### src/rtl/pipelined_mult_acc.sv
// Pipelined A_W x B_W multiplier with optional running accumulation.
// Valid/ready on both sides; the whole pipe stalls as one when output is held.
module pipelined_mult_acc #(
  parameter int A_W    = 9,
  parameter int B_W    = 9,
  parameter int ACC_W  = 36,
  parameter int PIPE   = 2,
  parameter int SIGNED = 0
) (
  input  logic               clock,
  input  logic               reset,
  input  logic               in_valid,
  output logic               in_ready,
  input  logic [A_W-1:0]     a_in,
  input  logic [B_W-1:0]     b_in,
  input  logic               acc_en,
  output logic               out_valid,
  input  logic               out_ready,
  output logic [A_W+B_W-1:0] prod_out,
  output logic [ACC_W-1:0]   acc_out,
  output logic               ovf
);

  localparam int P_W = A_W + B_W;

  // Operands are extended to full product width first; the
  // truncated product is then exact for both signednesses.
  function automatic logic [P_W-1:0] mul(
    input logic [A_W-1:0] a,
    input logic [B_W-1:0] b
  );
    logic [P_W-1:0] ax;
    logic [P_W-1:0] bx;
    if (SIGNED != 0) begin
      ax = P_W'($signed(a));
      bx = P_W'($signed(b));
    end else begin
      ax = P_W'(a);
      bx = P_W'(b);
    end
    return ax * bx;
  endfunction

  logic           advance;
  logic           src_v;
  logic [P_W-1:0] src_p;
  logic           src_en;

  logic             out_valid_q, out_valid_d;
  logic [P_W-1:0]   prod_q, prod_d;
  logic [ACC_W-1:0] acc_q, acc_d;
  logic             ovf_q, ovf_d;

  assign advance  = !out_valid_q || out_ready;
  assign in_ready = advance;

  generate
    if (PIPE == 1) begin : g_comb
      always_comb begin
        src_v  = in_valid;
        src_p  = mul(a_in, b_in);
        src_en = acc_en;
      end
    end else begin : g_pipe
      logic           s1_v_q, s1_v_d;
      logic           s1_en_q, s1_en_d;
      logic [A_W-1:0] s1_a_q, s1_a_d;
      logic [B_W-1:0] s1_b_q, s1_b_d;
      logic [P_W-1:0] s1_p;

      always_comb begin
        s1_v_d  = s1_v_q;
        s1_en_d = s1_en_q;
        s1_a_d  = s1_a_q;
        s1_b_d  = s1_b_q;
        if (advance) begin
          s1_v_d  = in_valid;
          s1_en_d = acc_en;
          s1_a_d  = a_in;
          s1_b_d  = b_in;
        end
      end

      always_ff @(posedge clock or posedge reset) begin
        if (reset) begin
          s1_v_q  <= 1'b0;
          s1_en_q <= 1'b0;
          s1_a_q  <= '0;
          s1_b_q  <= '0;
        end else begin
          s1_v_q  <= s1_v_d;
          s1_en_q <= s1_en_d;
          s1_a_q  <= s1_a_d;
          s1_b_q  <= s1_b_d;
        end
      end

      assign s1_p = mul(s1_a_q, s1_b_q);

      if (PIPE == 2) begin : g_d2
        always_comb begin
          src_v  = s1_v_q;
          src_p  = s1_p;
          src_en = s1_en_q;
        end
      end else begin : g_deep
        localparam int N = PIPE - 2;

        logic [N-1:0]          pv_q, pv_d;
        logic [N-1:0]          pen_q, pen_d;
        logic [N-1:0][P_W-1:0] pp_q, pp_d;

        always_comb begin
          pv_d  = pv_q;
          pen_d = pen_q;
          pp_d  = pp_q;
          if (advance) begin
            pv_d[0]  = s1_v_q;
            pen_d[0] = s1_en_q;
            pp_d[0]  = s1_p;
            for (int i = 1; i < N; i++) begin
              pv_d[i]  = pv_q[i-1];
              pen_d[i] = pen_q[i-1];
              pp_d[i]  = pp_q[i-1];
            end
          end
        end

        always_ff @(posedge clock or posedge reset) begin
          if (reset) begin
            pv_q  <= '0;
            pen_q <= '0;
            pp_q  <= '0;
          end else begin
            pv_q  <= pv_d;
            pen_q <= pen_d;
            pp_q  <= pp_d;
          end
        end

        always_comb begin
          src_v  = pv_q[N-1];
          src_p  = pp_q[N-1];
          src_en = pen_q[N-1];
        end
      end
    end
  endgenerate

  logic [ACC_W-1:0] ext;
  logic [ACC_W-1:0] sum;
  logic             carry;
  logic             sovf;
  logic             add_ovf;

  always_comb begin
    if (SIGNED != 0) ext = ACC_W'($signed(src_p));
    else             ext = ACC_W'(src_p);
    {carry, sum} = {1'b0, acc_q} + {1'b0, ext};
    sovf    = (acc_q[ACC_W-1] == ext[ACC_W-1])
           && (sum[ACC_W-1] != acc_q[ACC_W-1]);
    add_ovf = (SIGNED != 0) ? sovf : carry;
  end

  // The accumulator only moves when a real beat lands in the output stage.
  always_comb begin
    out_valid_d = out_valid_q;
    prod_d      = prod_q;
    acc_d       = acc_q;
    ovf_d       = ovf_q;
    if (advance) begin
      out_valid_d = src_v;
      if (src_v) begin
        prod_d = src_p;
        if (src_en) begin
          acc_d = sum;
          if (add_ovf) ovf_d = 1'b1;
        end else begin
          acc_d = ext;
          ovf_d = 1'b0;
        end
      end
    end
  end

  always_ff @(posedge clock or posedge reset) begin
    if (reset) begin
      out_valid_q <= 1'b0;
      prod_q      <= '0;
      acc_q       <= '0;
      ovf_q       <= 1'b0;
    end else begin
      out_valid_q <= out_valid_d;
      prod_q      <= prod_d;
      acc_q       <= acc_d;
      ovf_q       <= ovf_d;
    end
  end

  assign out_valid = out_valid_q;
  assign prod_out  = prod_q;
  assign acc_out   = acc_q;
  assign ovf       = ovf_q;

endmodule

### config.mk
export PLATFORM = sky130hd
export DESIGN_NAME = pipelined_mult_acc
export DESIGN_NICKNAME = d
export VERILOG_FILES = /design/src/rtl/pipelined_mult_acc.sv
export SDC_FILE = /design/constraint.sdc
export NUM_CORES = 1
export LEC_CHECK = 0
export BUFFER_PORTS_ARGS = -buffer_cell sky130_fd_sc_hd__clkbuf_2
export CORE_MARGIN = 2
export CORE_UTILIZATION = 30
export CTS_BUF_LIST = sky130_fd_sc_hd__clkbuf_4
export DETAILED_ROUTE_END_ITERATION = 16
export HOLD_SLACK_MARGIN = 0.02
export SYNTH_ARGS = -nofsm -noshare
export SYNTH_HDL_FRONTEND = slang
export SYNTH_SLANG_ARGS = --single-unit
export TNS_END_PERCENT = 10
### constraint.sdc
create_clock -name clock -period 7.3 [get_ports clock]
set_input_delay 1.46 -clock clock [delete_from_list [all_inputs] [get_ports clock]]
set_output_delay 1.46 -clock clock [all_outputs]
set_load 0.05 [all_outputs]
After elaboration in Yosys (flattened, before gate mapping):

Cells that the tools add are included.

* add/sub/neg operators: 1
* $mul: 1
* div/mod/pow operators: 0
* order comparisons: 0
* equality and inequality tests: 1
* shift-type cells: 0
* mux-type cells: 3
* bitwise logic cells: 0
* reductions and logical operators: 4

Operators with widths (count)
* 36-bit by 18-bit adder with 37-bit output: 1
* 36-bit two-way mux: 1
* 9-bit by 9-bit multiplier with 18-bit output: 1
* 3-bit AND reduction: 1
* 1-bit two-way mux: 2
* 2-bit by 1-bit != test with 1-bit output, second input constant: 1
* 2-bit AND reduction: 1
* 1-bit zero test: 1
* 1-bit logical OR: 1

* register bits: 76
* latch bits: 0
* RAM bits: 0
* ROM bits: 0
* input bits: 23
* logic and storage cells: 18
* memories: 0

Logic depth before layout (Yosys ltp):

* depth in word-level cells: 4
* depth in mapped cells: 28

Least setup slack after synthesis:

OpenSTA, ideal clock, no wires.

* path kind: register to register
* from: register g_pipe.s1_b_q[8]
* to: register acc_q[22], in the netlist acc_out[22]
* library setup time: 0.070 ns
* arrival time: 5.893 ns
* data required time: 7.230 ns
* path slack: 1.338 ns
* stages on the path, launching flop included: 25
* clock period less this slack: 5.962 ns
* cells stage by stage: dfrtp_1 clkbuf_1 and2_1 fa_1 fa_1 fa_1 inv_1 fa_1 inv_1 ha_1 a21oi_1 o21ai_0 a31o_2 a21oi_1 xor2_1 inv_1 ha_1 clkbuf_1 a21o_1 a21o_1 a21oi_1 a31o_2 a21o_1 or4_1 nand3_1

* longest elaborated chain between the ends: 3

RTL lines
* from (decl): line 68 `logic [B_W-1:0] s1_b_q, s1_b_d;`
* from (signal assigned): line 89 `s1_b_q <= '0;`
* from (signal assigned): line 94 `s1_b_q <= s1_b_d;`
* 9-bit by 9-bit multiplier with 18-bit output: line 41 `return ax * bx;`
* via g_pipe.s1_p[13]: line 69 `logic [P_W-1:0] s1_p;`
* 36-bit by 18-bit adder with 37-bit output: line 159 `{carry, sum} = {1'b0, acc_q} + {1'b0, ext};`
* 36-bit two-way mux: line 175 `if (src_en) begin`
* to (signal assigned): line 190 `acc_q <= '0;`
* to (signal assigned): line 195 `acc_q <= acc_d;`
* to (decl): line 51 `logic [ACC_W-1:0] acc_q, acc_d;`

The timed path passes the listed nets, and every way through them passes these cells.
A chain may end at the register's enable or synchronous reset.

Worst setup path in the final report:

* from: register g_pipe.s1_b_q[8]
* to: register acc_q[30], in the netlist acc_out[30]

Same word-level chain as after synthesis.

==> flow_summary_export.csv <==
group,metric,value,unit
status,status,"finished clean",
sta,min_period,6640,ps
synth,yosysSeqAreaShare,27.8,%
detailed_routing,routed.top_layer,"met4",
synth,synth_cells,756,
synth,ys_top_cells_by_area,"dfrtp_1, fa_1, ha_1",
sta,rsz0062_at_grt,"no",
min_path,hold_class,"flip-flop to flip-flop",
critical_path,worstPathRequired,7670,ps
clock_network,cts_buffer_depth,2,
global_route,grt_pass1_wl,28.4,mm
synth,synth_top_cell_by_area,"dfrtp_1",
synth,ys.flop_type,"dfrtp_1",
critical_path,end_kind,"flip-flop",
global_route,grt_pass1_vias,5507,
clock_network,htree_levels,3,
sta,final_hold_viol_count,0,
clock_network,cts_tree,"done",
detailed_routing,dr.pass1.iters,4,
global_route,antenna_found_initial,0,
detailed_routing,ant_nets,0,
floorplan,rows,55,
floorplan,core_area,22500,sq um
placement,dp_hpwl,12.8,mm
sta,clock_skew,26.0,ps
sta,holdWs,490,ps
detailed_routing,wl_met3,587,um
clock_network,cts_made_buffers,9,
clock_network,clk_pin_slew_worst_paths,140,ps
sta,setup-tns-final,0,ps
final_layout,nets,949,
final_layout,diodes,0,
critical_path,path_delay_family,"adder cells",
clock_network,cts_root_buf,"clkbuf_4",
synth,synth_top_area_share,27.8,%
synth,syn_area,6840,sq um
critical_path,worstPathArrival,7010,ps
synth,synth_edf_count,0,
sta,min_period_over_period,91.0,%
critical_path,cp-start-kind,"flip-flop",
placement,io_buffers,79,
floorplan,start_util,30.4,%
critical_path,cp_common_cell,"fa_1",
placement,gp_congestion,0.826,
clock_network,cts.sinks,76,
clock_network,ctsHoldBuffers,0,
synth,synth_common_cells,"nand2_1, inv_1, dfrtp_1",
synth,yosys.cell_count.top_type,"nand2_1",
detailed_routing,drc_errors,0,
clock_network,clk_latency,470,ps
critical_path,worstPathCellList,"and2_1 -> fa_1 -> fa_1 -> fa_1 -> inv_1 -> fa_1 -> inv_1 -> ha_1 -> a21oi_1 -> o21ai_0 -> a31o_2 -> a21oi_1 -> xor2_1 -> inv_1 -> ha_1 -> a21o_1 -> a21o_1 -> a21oi_1 -> and2_1 -> a211oi_2 -> a31oi_1 -> a41o_1",
clock_network,cts_resized,0,
synth,synth-seq-cells,76,
clock_network,cts_setup_buffers,0,
synth,synthesis.nets,888,
critical_path,crit_slowest_cell,"a211oi_2",
flow_run,drv_cap,0,
sta,worstMarginPinSlew,1030,ps
global_route,grt_max_degree,77,
sta,setup_viol,0,
synth,syn_avg_cell_area,9.05,sq um
final_layout,drive_gt1_share,17.3,%
critical_path,timing_worst_setup_path_type,"flip-flop to flip-flop",
sta,max_freq,151,MHz
global_route,grt_util_all_layers,14.8,%
detailed_routing,drt-initial-drc-count,273,
floorplan,die_h,155,um
floorplan,die_w,155,um
critical_path,cp_num_buf_inv,3,
final_layout,fill_cells,2328,
final_layout,syn_to_final_growth,12.0,%
detailed_routing,wire_per_inst,15.2,um
global_route,overflow,0,
critical_path,critPathMaxStageDelay,670,ps
synth,async_reset_ff_share,100,%
detailed_routing,met1Wirelength,8.54,mm
detailed_routing,met2_wirelength,7.36,mm
detailed_routing,vias_per_cell,4.85,
sta,maxSlewHeadroom,31.2,%
synth,ys_types,58,
synth,yosysWarningCount,0,
detailed_routing,routed_wl,16.8,mm
sta,drv_slew,0,
critical_path,critPathMaxFanout,11,
floorplan,die_area,24000,sq um
floorplan,io_pins,80,
detailed_routing,num_vias,5368,
==> state kept, by name, summed over array words and instances (netlist names) <==
register and flops:
acc_out 36, g_pipe.s1_a_q 9, g_pipe.s1_b_q 9, g_pipe.s1_en_q 1, g_pipe.s1_v_q 1, out_valid 1
ovf 1, prod_out 18
==> worst paths after layout <==
check	start	to	slack (ps)	cells past startpoint
max	g_pipe.s1_b_q[8]$_DFFE_PP0N_	acc_out[30]$_DFFE_PP0P_	660	22
min	prod_out[10]$_DFFE_PP0P_	prod_out[10]$_DFFE_PP0P_	490	2
max reg2reg	g_pipe.s1_b_q[8]$_DFFE_PP0N_	acc_out[30]$_DFFE_PP0P_	660	22
min reg2reg	prod_out[10]$_DFFE_PP0P_	prod_out[10]$_DFFE_PP0P_	490	2
max in group asynchronous	reset	acc_out[29]$_DFFE_PP0P_	5330	3
min in group asynchronous	reset	g_pipe.s1_b_q[4]$_DFFE_PP0N_	1230	3
==> cells by family (layout without fill, tap and decap cells) <==
kind of cell	count (synthesis)	after routing	synth area share, %
muxes	33	33	5.21
DFF	76	76	27.8
AOI/OAI and AO/OA	143	143	14.1
xor gates and xnor gates	28	28	3.58
buffers and inverters	125	191	6.88
and+or+nand+nor	242	242	16.9
adders and majority gates	109	109	25.5
==> cell usage in the layout (no fill, tap or decap), drive strengths merged, types with 21 or more instances in the layout <==
| master | count |
|---|---|
| o21ai | 37 |
| fa | 51 |
| inv | 92 |
| a21oi | 37 |
| dfrtp | 76 |
| and2 | 48 |
| nand2 | 119 |
| mux2 | 21 |
| ha | 58 |
| clkbuf | 88 |
| nor2 | 31 |
==> through the flow <==
stage / utilization (%) / setup WS, ps / cell area, sq um / instances
after floorplan: - / 1340 / 6840 / 756
after global placement: 33.4 / 791 / 7510 / 1091
after detailed placement: 33.4 / 716 / 7510 / 1091
after CTS: 34.0 / 666 / 7660 / 1107
after global routing: 34.0 / 303 / 7660 / 1107
final: 34.0 / 657 / 7660 / 1107
==> cell type report <==
class / count / area (sq um) / area share, %
multi-input cells: 555 / 4470 / 58.4
flip-flops and latches: 76 / 1900 / 24.8
repair buffers: 85 / 440 / 5.75
well taps: 285 / 357 / 4.66
inverters: 90 / 339 / 4.43
clock inverters: 7 / 82.6 / 1.08
clock buffers: 9 / 67.6 / 0.882
==> layer usage <==
metal / vias up / track usage (%)
li1: 2647 / -
met1: 2599 / 21.2
met2: 102 / 22.7
met3: 20 / 2.84
met4: 0 / 4.28
met5: - / 0
==> worst reg2reg max path, stage by stage (launching register included) <==
cell      delay (ps)
dfrtp_1          530
and2_1           250
fa_1             510
fa_1             520
fa_1             540
inv_1             50
fa_1             520
inv_1             40
ha_1             330
a21oi_1          220
o21ai_0          190
a31o_2           280
a21oi_1          160
xor2_1           270
inv_1            100
ha_1             430
a21o_1           150
a21o_1           100
a21oi_1           80
and2_1           160
a211oi_2         670
a31oi_1          200
a41o_1           240
Power is left out: the tool's default activity adds up to more than one toggle a clock period on the data nets, which glitch-free logic cannot reach.
